## src/rtl/parser_pkg.sv

```systemverilog
// -----------------------------------------------------------------------------
// parser_pkg
//   Shared types and defaults for the AV1 bitstream parser chain.
//   - PARSER_DATA_WIDTH : default input word width (bits, multiple of 8)
//   - OBU_SIZE_W        : width of the decoded leb128 obu_size
//   - obu_type_e        : AV1 OBU type codes used by downstream parsers
//   - obu_header_t      : decoded OBU header handed to the next parser
// -----------------------------------------------------------------------------
package parser_pkg;

   localparam int PARSER_DATA_WIDTH = 32;
   localparam int OBU_SIZE_W        = 32;

   typedef enum logic [3:0] {
      SEQUENCE_HEADER    = 4'd1,
      TEMPORAL_DELIMITER = 4'd2,
      FRAME_HEADER       = 4'd3,
      TILE_GROUP         = 4'd4,
      METADATA           = 4'd5,
      FRAME              = 4'd6,
      PADDING            = 4'd15
   } obu_type_e;

   typedef struct packed {
      logic [3:0]            obu_type;
      logic                  extension_flag;
      logic                  has_size_field;
      logic [2:0]            temporal_id;
      logic [1:0]            spatial_id;
      logic [OBU_SIZE_W-1:0] obu_size;
   } obu_header_t;

endpackage

```

## src/rtl/obu_header_parser_leb128_decoder.sv

```systemverilog
// -----------------------------------------------------------------------------
// leb128_decoder
//   Byte-serial unsigned leb128 accumulator. Each enabled byte ORs its 7-bit
//   payload into the value at bit position 7*i, where i counts accepted bytes
//   since the last clear.
//   Ports:
//     clk, rst   : clock, synchronous active-high reset
//     clear      : restart accumulation (value and byte count to zero)
//     byte_en    : byte_in is consumed this cycle
//     byte_in    : current leb128 byte
//     value      : accumulated value (registered)
//     last       : current byte terminates the number (continuation bit = 0)
//     overflow   : current byte places a set bit at or above OBU_SIZE_W
//     too_long   : current byte is the 8th and still has its continuation bit
//   last/overflow/too_long are combinational and qualified by byte_en.
// -----------------------------------------------------------------------------
module leb128_decoder #(
   parameter int OBU_SIZE_W = 32
) (
   input  logic                  clk,
   input  logic                  rst,
   input  logic                  clear,
   input  logic                  byte_en,
   input  logic [7:0]            byte_in,
   output logic [OBU_SIZE_W-1:0] value,
   output logic                  last,
   output logic                  overflow,
   output logic                  too_long
);

   logic [2:0]            cnt_q, cnt_d;
   logic [OBU_SIZE_W-1:0] value_q, value_d;
   logic [6:0]            bit_ovf;

   // Per payload bit: does it land outside the result for the current byte?
   genvar gi;
   for (gi = 0; gi < 7; gi++) begin : g_payload_bit
      logic [6:0] bit_pos;
      assign bit_pos     = 7'(cnt_q) * 7'd7 + 7'(gi);
      assign bit_ovf[gi] = byte_in[gi] && (int'(bit_pos) >= OBU_SIZE_W);
   end

   always_comb begin
      value_d = value_q;
      cnt_d   = cnt_q;
      if (clear) begin
         value_d = '0;
         cnt_d   = '0;
      end else if (byte_en) begin
         // Payload bits shifted past the top are dropped; overflow flags them.
         value_d = value_q | (OBU_SIZE_W'(byte_in[6:0]) << (7 * cnt_q));
         cnt_d   = cnt_q + 3'd1;
      end
   end

   always_ff @(posedge clk) begin
      if (rst) begin
         value_q <= '0;
         cnt_q   <= '0;
      end else begin
         value_q <= value_d;
         cnt_q   <= cnt_d;
      end
   end

   assign value    = value_q;
   assign last     = byte_en && !byte_in[7];
   assign overflow = byte_en && (|bit_ovf);
   assign too_long = byte_en && byte_in[7] && (cnt_q == 3'd7);

endmodule

```

## src/rtl/obu_header_parser.sv

```systemverilog
// -----------------------------------------------------------------------------
// obu_header_parser
//   Byte-serial AV1 OBU header parser. Starting at byte_offset inside the
//   current word, consumes the header byte, the optional extension byte and
//   the optional leb128 obu_size, one byte per cycle while data_valid is high.
//   Reports the decoded header, a forbidden-bit / leb128 error, and how much
//   of the current word was used so the next parser can continue from there.
//   Ports:
//     clk, rst     : clock, synchronous active-high reset
//     data_in      : bitstream word, byte 0 in the MSBs
//     data_valid   : data_in is valid this cycle
//     start        : begin a parse (only looked at in IDLE)
//     byte_offset  : bytes of data_in already used upstream, taken with start
//     pop          : combinational, current word fully consumed this cycle
//     done         : one-cycle result pulse
//     error        : parse failed (held until next start)
//     hdr          : decoded header (held until next start)
//     pad/pad_len  : current word partially consumed / bits consumed
// -----------------------------------------------------------------------------
module obu_header_parser
   import parser_pkg::*;
#(
   parameter int  PARSER_DATA_WIDTH = parser_pkg::PARSER_DATA_WIDTH,
   parameter int  OBU_SIZE_W        = parser_pkg::OBU_SIZE_W,
   localparam int BYTES             = PARSER_DATA_WIDTH / 8,
   localparam int OFF_W             = (BYTES > 1) ? $clog2(BYTES) : 1,
   localparam int PL_W              = $clog2(PARSER_DATA_WIDTH)
) (
   input  logic                         clk,
   input  logic                         rst,
   input  logic [PARSER_DATA_WIDTH-1:0] data_in,
   input  logic                         data_valid,
   input  logic                         start,
   input  logic [OFF_W-1:0]             byte_offset,
   output logic                         pop,
   output logic                         done,
   output logic                         error,
   output obu_header_t                  hdr,
   output logic                         pad,
   output logic [PL_W-1:0]              pad_len
);

   localparam int HDR_SIZE_W = parser_pkg::OBU_SIZE_W;

   typedef enum logic [2:0] {
      S_IDLE,
      S_HDR,
      S_EXT,
      S_SIZE,
      S_DONE,
      S_ERR_DONE
   } state_e;

   state_e           state_q, state_d;
   logic [OFF_W-1:0] idx_q, idx_d;
   logic [3:0]       type_q, type_d;
   logic             ext_q, ext_d;
   logic             hs_q, hs_d;
   logic [2:0]       tid_q, tid_d;
   logic [1:0]       sid_q, sid_d;
   logic             done_q, done_d;
   logic             error_q, error_d;
   logic             pad_q, pad_d;
   logic [PL_W-1:0]  pad_len_q, pad_len_d;

   logic [7:0]       word_bytes [BYTES];
   logic [7:0]       cur_byte;
   logic             busy;
   logic             consuming;
   logic             last_byte;
   logic             terminal_d;

   logic                  leb_clear;
   logic                  leb_en;
   logic [OBU_SIZE_W-1:0] leb_value;
   logic                  leb_last;
   logic                  leb_overflow;
   logic                  leb_too_long;

   // Split the word into bytes, byte 0 being the most significant.
   genvar gi;
   for (gi = 0; gi < BYTES; gi++) begin : g_word_byte
      assign word_bytes[gi] = data_in[PARSER_DATA_WIDTH-1-8*gi -: 8];
   end

   assign cur_byte  = word_bytes[idx_q];
   assign busy      = (state_q == S_HDR) || (state_q == S_EXT) || (state_q == S_SIZE);
   // A reset cycle never consumes, so upstream never sees a pop it must undo.
   assign consuming = busy && data_valid && !rst;
   assign last_byte = (idx_q == OFF_W'(BYTES - 1));
   assign pop       = consuming && last_byte;

   assign leb_clear = (state_q == S_IDLE) && start;
   assign leb_en    = consuming && (state_q == S_SIZE);

   leb128_decoder #(
      .OBU_SIZE_W (OBU_SIZE_W)
   ) u_leb128 (
      .clk      (clk),
      .rst      (rst),
      .clear    (leb_clear),
      .byte_en  (leb_en),
      .byte_in  (cur_byte),
      .value    (leb_value),
      .last     (leb_last),
      .overflow (leb_overflow),
      .too_long (leb_too_long)
   );

   always_comb begin
      state_d   = state_q;
      idx_d     = idx_q;
      type_d    = type_q;
      ext_d     = ext_q;
      hs_d      = hs_q;
      tid_d     = tid_q;
      sid_d     = sid_q;
      done_d    = 1'b0;
      error_d   = error_q;
      pad_d     = pad_q;
      pad_len_d = pad_len_q;

      if (consuming) begin
         idx_d = last_byte ? '0 : idx_q + 1'b1;
      end

      case (state_q)
         S_IDLE: begin
            if (start) begin
               state_d   = S_HDR;
               idx_d     = (BYTES > 1) ? byte_offset : '0;
               type_d    = '0;
               ext_d     = 1'b0;
               hs_d      = 1'b0;
               tid_d     = '0;
               sid_d     = '0;
               error_d   = 1'b0;
               pad_d     = 1'b0;
               pad_len_d = '0;
            end
         end
         S_HDR: begin
            if (data_valid) begin
               type_d = cur_byte[6:3];
               ext_d  = cur_byte[2];
               hs_d   = cur_byte[1];
               if (cur_byte[7]) begin
                  state_d = S_ERR_DONE;
               end else if (cur_byte[2]) begin
                  state_d = S_EXT;
               end else if (cur_byte[1]) begin
                  state_d = S_SIZE;
               end else begin
                  state_d = S_DONE;
               end
            end
         end
         S_EXT: begin
            if (data_valid) begin
               tid_d   = cur_byte[7:5];
               sid_d   = cur_byte[4:3];
               state_d = hs_q ? S_SIZE : S_DONE;
            end
         end
         S_SIZE: begin
            if (data_valid) begin
               if (leb_overflow || leb_too_long) begin
                  state_d = S_ERR_DONE;
               end else if (leb_last) begin
                  state_d = S_DONE;
               end
            end
         end
         S_DONE, S_ERR_DONE: begin
            state_d = S_IDLE;
         end
         default: begin
            state_d = S_IDLE;
         end
      endcase

      // Result outputs are loaded on the edge that enters a terminal state,
      // using the post-consumption byte index.
      terminal_d = (state_d == S_DONE) || (state_d == S_ERR_DONE);
      if (busy && terminal_d) begin
         done_d    = 1'b1;
         error_d   = (state_d == S_ERR_DONE);
         pad_d     = (idx_d != '0);
         pad_len_d = PL_W'({idx_d, 3'b000});
      end
   end

   always_ff @(posedge clk) begin
      if (rst) begin
         state_q   <= S_IDLE;
         idx_q     <= '0;
         type_q    <= '0;
         ext_q     <= 1'b0;
         hs_q      <= 1'b0;
         tid_q     <= '0;
         sid_q     <= '0;
         done_q    <= 1'b0;
         error_q   <= 1'b0;
         pad_q     <= 1'b0;
         pad_len_q <= '0;
      end else begin
         state_q   <= state_d;
         idx_q     <= idx_d;
         type_q    <= type_d;
         ext_q     <= ext_d;
         hs_q      <= hs_d;
         tid_q     <= tid_d;
         sid_q     <= sid_d;
         done_q    <= done_d;
         error_q   <= error_d;
         pad_q     <= pad_d;
         pad_len_q <= pad_len_d;
      end
   end

   // obu_size lives in the leb128 accumulator; it stays zero without a size field.
   always_comb begin
      hdr                = '0;
      hdr.obu_type       = type_q;
      hdr.extension_flag = ext_q;
      hdr.has_size_field = hs_q;
      hdr.temporal_id    = tid_q;
      hdr.spatial_id     = sid_q;
      hdr.obu_size       = HDR_SIZE_W'(leb_value);
   end

   assign done    = done_q;
   assign error   = error_q;
   assign pad     = pad_q;
   assign pad_len = pad_len_q;

endmodule

```

## config.mk

```make
export PLATFORM = sky130hd
export DESIGN_NAME = obu_header_parser
export DESIGN_NICKNAME = d
export VERILOG_FILES = /design/src/rtl/parser_pkg.sv /design/src/rtl/obu_header_parser_leb128_decoder.sv /design/src/rtl/obu_header_parser.sv
export SDC_FILE = /design/constraint.sdc
export NUM_CORES = 1
export LEC_CHECK = 0
export CORE_UTILIZATION = 36
export CTS_CLUSTER_SIZE = 16
export DETAILED_ROUTE_END_ITERATION = 16
export GPL_ROUTABILITY_DRIVEN = 0
export PLACE_DENSITY = 0.75
export SLEW_MARGIN = 5
export SYNTH_ARGS = -nofsm -noshare
export SYNTH_HDL_FRONTEND = slang
export SYNTH_SLANG_ARGS = --single-unit
```

## constraint.sdc

```tcl
create_clock -name clk -period 8.2 [get_ports clk]
set_input_delay 0.82 -clock clk [delete_from_list [all_inputs] [get_ports clk]]
set_output_delay 0.82 -clock clk [all_outputs]
set_load 0.03 [all_outputs]
```

Yosys cells after proc, flatten, opt, wreduce, memory -nomap -nowiden. Cells that the tools add are included.

Bits in registers: 56. Bits of input ports: 38.

Shift operators: 1. Reductions and logical operators: 34. $mul: 2. $lt $le $gt $ge: 8. Multiplexer cells: 39. Bitwise logic cells: 2. Add/subtract/negate cells: 8. Equality and inequality tests: 10.

Operators with widths (count): greater-or-equal comparator 7 x 6 -> 1 bit, second input constant (6); two-way mux 3 bit (12); OR 32 bit (1); << shifter 7 x 6 -> 32 bit (1); adder 6 x 3 -> 7 bit, second input constant (3); logical AND 1 bit (17); binary-select mux 8 bit (select 2 bit) (1); two-way mux 8 bit (2); two-way mux 5 bit (3); adder 6 x 2 -> 7 bit, second input constant (2); two-way mux 2 bit (6); case mux 3 bit (4 select lines) (1); nonzero test 2 bit (5); equality test 3 bit, second input constant (3); two-way mux 4 bit (2); case mux 4 bit (2 select lines) (1); adder 6 x 1 -> 7 bit, second input constant (1); two-way mux 1 bit (7); OR reduction 7 bit (1); equality test 3 x 2 -> 1 bit, second input constant (2); greater-or-equal comparator 6 bit, second input constant (1); multiplier 3 x 3 -> 6 bit, first input constant (1); multiplier 3 x 3 -> 6 bit, second input constant (1); != test 2 bit, second input constant (3); 15 further kinds (21).

Logic depth before layout (Yosys ltp).
Depth in word-level cells: 17. Mapped depth: 11. Mapped depth without buffers: 11.

By module. A second synthesis with hierarchy kept.

Cells, all modules: 284. Area total of the unflattened synthesis: 2762.6 um2.

By module, submodules not included: leb128_decoder (cells each 161, times used 1, seq. area each 700.7 um2, area each 1512.7 um2); obu_header_parser (cells each 123, times used 1, seq. area each 420.4 um2, area each 1249.9 um2).

Worst setup path after synthesis. No wires, ideal clock.

Path type: reg2reg. Start point: reg u_leb128.cnt_q[2]. End point: reg error_q, in the netlist error. Stages on the path, launching flop included: 11. Setup time: 0.121 ns. Clock period less this slack: 3.421 ns. Data required time: 8.079 ns. Path slack: 4.779 ns. Arrival: 3.300 ns. Path through: dfxtp_1 > fa_1 > ha_1 > fa_1 > xor2_2 > nand4_1 > or3_1 > a311oi_2 > a41oi_4 > nor2_1 > mux2_2.

Longest elaborated chain between the ends: 15.

RTL lines: from (decl) (line obu_header_parser_leb128_decoder.sv:31) `logic [2:0] cnt_q, cnt_d;`; from (signal assigned) (line obu_header_parser_leb128_decoder.sv:62) `cnt_q <= cnt_d;`; multiplier 3 x 3 -> 6 bit (line obu_header_parser_leb128_decoder.sv:39) `assign bit_pos = 7'(cnt_q) * 7'd7 + 7'(gi);`; adder 6 x 1 -> 7 bit (tied with other cells) (line obu_header_parser_leb128_decoder.sv:39); greater-or-equal comparator 7 x 6 -> 1 bit (line obu_header_parser_leb128_decoder.sv:40) `assign bit_ovf[gi] = byte_in[gi] && (int'(bit_pos) >= OBU_SIZE_W);`; logical AND 1 bit (line obu_header_parser_leb128_decoder.sv:40); OR reduction 7 bit (line obu_header_parser_leb128_decoder.sv:68) `assign overflow = byte_en && (|bit_ovf);`; logical AND 1 bit (line obu_header_parser_leb128_decoder.sv:68); logical OR 1 bit (*) (line obu_header_parser.sv:167) `if (leb_overflow || leb_too_long) begin`; two-way mux 3 bit (*) (line obu_header_parser.sv:167); two-way mux 3 bit (*) (line obu_header_parser.sv:166) `if (data_valid) begin`; case mux 3 bit (4 select lines) (*) (line obu_header_parser.sv:127) `case (state_q)`; equality test 3 bit (on tied branches) (line obu_header_parser.sv:184, obu_header_parser.sv:187); logical OR 1 bit (line obu_header_parser.sv:184) `terminal_d = (state_d == S_DONE) || (state_d == S_ERR_DONE);`; logical AND 1 bit (line obu_header_parser.sv:185) `if (busy && terminal_d) begin`; nonzero test 2 bit (no source line); AND reduction 2 bit (no source line); to (signal assigned) (line obu_header_parser.sv:215) `error_q <= error_d;`; to (decl) (line obu_header_parser.sv:62) `logic error_q, error_d;`.

Every way passes the cells marked *; elsewhere a longest branch is shown, timed or not. A chain may end at the register's enable or synchronous reset.

Worst setup path in the final report.
Start point: in rst. End point: out pop.

Longest elaborated chain between the ends: 3.

RTL lines: from (decl) (line obu_header_parser.sv:30) `input logic rst,`; logical NOT 1 bit (line obu_header_parser.sv:89) `assign consuming = busy && data_valid && !rst;`; logical AND 1 bit (line obu_header_parser.sv:89); logical AND 1 bit (line obu_header_parser.sv:91) `assign pop = consuming && last_byte;`; to (decl) (line obu_header_parser.sv:35) `output logic pop,`.

No other way between the ends.

==> flow_summary.toml <==
[floorplan]
die_w_microns = 88.3
placement_rows = 31
design.die.area_sq_um = 7800
initial_utilization = 0.372
dieHeight_microns = 88.3
fp.coreArea_sq_um = 7210
ioPinCount = 90

[sta]
whs_ns = 0.474
min_period_ns = 3.89
maxSlewViolCount = 0
hold_violations = 0
relSlewSlack = 0.223
setup_total_negative_slack_ns = 0
rsz_0062_raised_after_global_routing = "no"
worst-slew-pin-transition_ns = 1.15
final_worst_setup_slack_ns = 4.31
worst_clock_skew_ns = 0.00727
layout_worst_path_cycle_share = 0.475
max_freq_mhz = 257
finalSetupViolCount = 0

[routing]
drt_iter0_markers = 84
viasPerCell = 5.26
drc = 0
firstDrtPassIters = 5
routed-via-count = 2473
ant_nets = 0
routedWlPerCell_microns = 16.2
wl_microns = 7600

[global_routing]
global_route.overflow_total = 0
grt_pass1_wl_microns = 11600
antenna_violations_before_repair = 0
total_track_usage = 0.194
grt_max_degree = 39
first_global_vias = 2399

[flow_run]
drv.max_cap_violation_count = 0

[place]
dp_worst_setup_slack_ns = 4.31
hpwl_microns = 5530
port_buffers = 86

[worst_hold_path]
timing.hold.worst.class = "flip-flop to flip-flop"
whs_path_depth = 2
worstHoldStart = "type_q[3]"
worst_hold_path.endpoint = "type_q[3]"

[logic_synthesis]
synth.ff_latch_count = 56
synth_enable_flop_cells = 0
synth-main-ff-cell = "sky130_fd_sc_hd__dfxtp_1"
synth_cells = 291
ys_seq_area_frac = 0.418
synth.yosys.warnings = 0
syn_area_per_cell_sq_um = 9.21
synthArstFlopShare = 0
cell_area_synth_sq_um = 2680
post_synth_num_cell_types = 52

[clock_network]
clock_tree.buffer_depth = 2
postCtsSetupBuffers = 0
cts_htree_levels = 2
clk_pin_slew_worst_paths_ns = 0.10
cts_resized = 0
ctsRootBufferMaster = "sky130_fd_sc_hd__clkbuf_8"
clkLatencyLatePin_ns = 0.32
cts_tree = "done"
cts.sink_count = 56
cts_made_buffers = 5
cts_hold_repair.buffers = 0

[pwr]
leakage_uw = 0.00134
worst_ir_drop_vdd_uv = 101
p_per_area_nw_per_um2 = 148
power.total_uw = 543

[setup_path]
critPathCaptureType = "output port"
worst_ep_arrival_time_ns = 3.07
required_ns = 7.38
ff2ff_path_depth = 10
r2r_end = "error"
regToRegStartpoint = "u_leb128.cnt_q[2]"
setup_slack_reg_to_reg_ns = 4.39
path_class = "input pin to output port"
crit_path_start_kind = "input pin"
path_max_fanout = 21

[cells_and_area]
fillCellCount = 707
area_delta_synth_final_pct = 37.1
layout_commonest_cell = "sky130_fd_sc_hd__clkdlybuf4s50_1"
share_of_final_layout_standard_cells_stronger_than_drive_strength_1 = 0.0701
fin_nets = 421
antennaDiodeCount = 0
most-common-layout-cells = "sky130_fd_sc_hd__clkdlybuf4s50_1, sky130_fd_sc_hd__dfxtp_1, sky130_fd_sc_hd__nor2_1, sky130_fd_sc_hd__a21oi_1, sky130_fd_sc_hd__nand2_1"

[run_status]
outcome = "finished clean"
## area by class of cell
cell class                      count  area [sq um]  share of cell area
Sequential cell                    56          1120               0.305
Tap cell                           99           124              0.0337
Inverter                            9          33.8             0.00919
Timing Repair Buffer               87           868               0.236
Clock buffer                        5          68.8              0.0187
Multi-Input combinational cell    211          1430               0.390
Clock inverter                      3          27.5             0.00749
## per-layer routing
layer,up-vias,wire (microns),track usage
met5,-,0,0
met3,11,839,0.0690
met4,0,91,0.0572
met2,122,3560,0.317
li1,1190,-,-
met1,1150,3100,0.241
## per-stage QoR
step,cells,area (sq um),util
after floorplan,293,2690,-
after global placement,462,3580,0.496
after detailed placement,462,3580,0.496
after CTS,470,3680,0.510
after global routing,470,3680,0.510
final,470,3680,0.510
## cell usage after synthesis, types with 2 or more instances
master                      instances  share of area
sky130_fd_sc_hd__dfxtp_1           56           0.42
sky130_fd_sc_hd__nor2_1            55          0.077
sky130_fd_sc_hd__a21oi_1           41          0.077
sky130_fd_sc_hd__nand2_1           15          0.021
sky130_fd_sc_hd__clkbuf_1          10          0.014
sky130_fd_sc_hd__ha_1              10          0.047
sky130_fd_sc_hd__inv_1              9          0.013
sky130_fd_sc_hd__nand3_1            9          0.017
sky130_fd_sc_hd__mux2i_1            7          0.026
sky130_fd_sc_hd__mux4_2             7          0.059
sky130_fd_sc_hd__a22oi_1            6          0.017
sky130_fd_sc_hd__buf_4              5          0.014
sky130_fd_sc_hd__nor4_1             5          0.012
sky130_fd_sc_hd__fa_1               3          0.022
sky130_fd_sc_hd__mux2_2             3          0.013
sky130_fd_sc_hd__nand4_1            3         0.0070
sky130_fd_sc_hd__nor2b_1            3         0.0070
sky130_fd_sc_hd__o21ai_0            3         0.0056
sky130_fd_sc_hd__o41ai_1            3         0.0098
sky130_fd_sc_hd__a2111oi_0          2         0.0065
sky130_fd_sc_hd__a211oi_1           2         0.0056
sky130_fd_sc_hd__and2_1             2         0.0047
sky130_fd_sc_hd__nor3_1             2         0.0037
sky130_fd_sc_hd__nor4b_1            2         0.0065
## power breakdown
group	switching (uW)	leakage (uW)	total (uW)	internal, uW
combinational	53.4	0.000845	94.8	41.4
sequential	9.77	0.000452	287	277
clock	98.1	0.0000463	161	63.0
## critical path: stages
cell	delay (ns)
sky130_fd_sc_hd__clkdlybuf4s50_1	0.78
sky130_fd_sc_hd__nor4_1	0.61
sky130_fd_sc_hd__and2_1	0.20
sky130_fd_sc_hd__clkdlybuf4s50_1	0.66
## sequential cells by signal, summed over array words and instances, names as in the netlist, 2 cells and up
name and count:
u_leb128.value 32, type_q 4, state_q 3, tid_q 3, u_leb128.cnt_q 3, idx_q 2, pad_len 2, sid_q 2
## kinds of logic (layout without fill, tap and decap cells)
kind of cell / after synthesis / in the layout / synth area share
XOR/XNOR: 2 / 2 / 0.00933
other: 1 / 3 / 0.00140
buffers and inverters: 26 / 104 / 0.0499
flip-flops: 56 / 56 / 0.418
adder cells (fa/ha/maj): 13 / 13 / 0.0691
AO/OA/AOI/OAI: 72 / 72 / 0.177
multiplexers: 17 / 17 / 0.0975
AND/OR/NAND/NOR: 104 / 104 / 0.177
## worst max path at each step
stage                            startpoint  endpoint
after detailed placement                rst       pop
after floorplan           u_leb128.cnt_q[2]     error
after CTS                               rst       pop
final                                   rst       pop
after global placement                  rst       pop
after global routing                    rst       pop
Power figures use the tool's default switching activity.
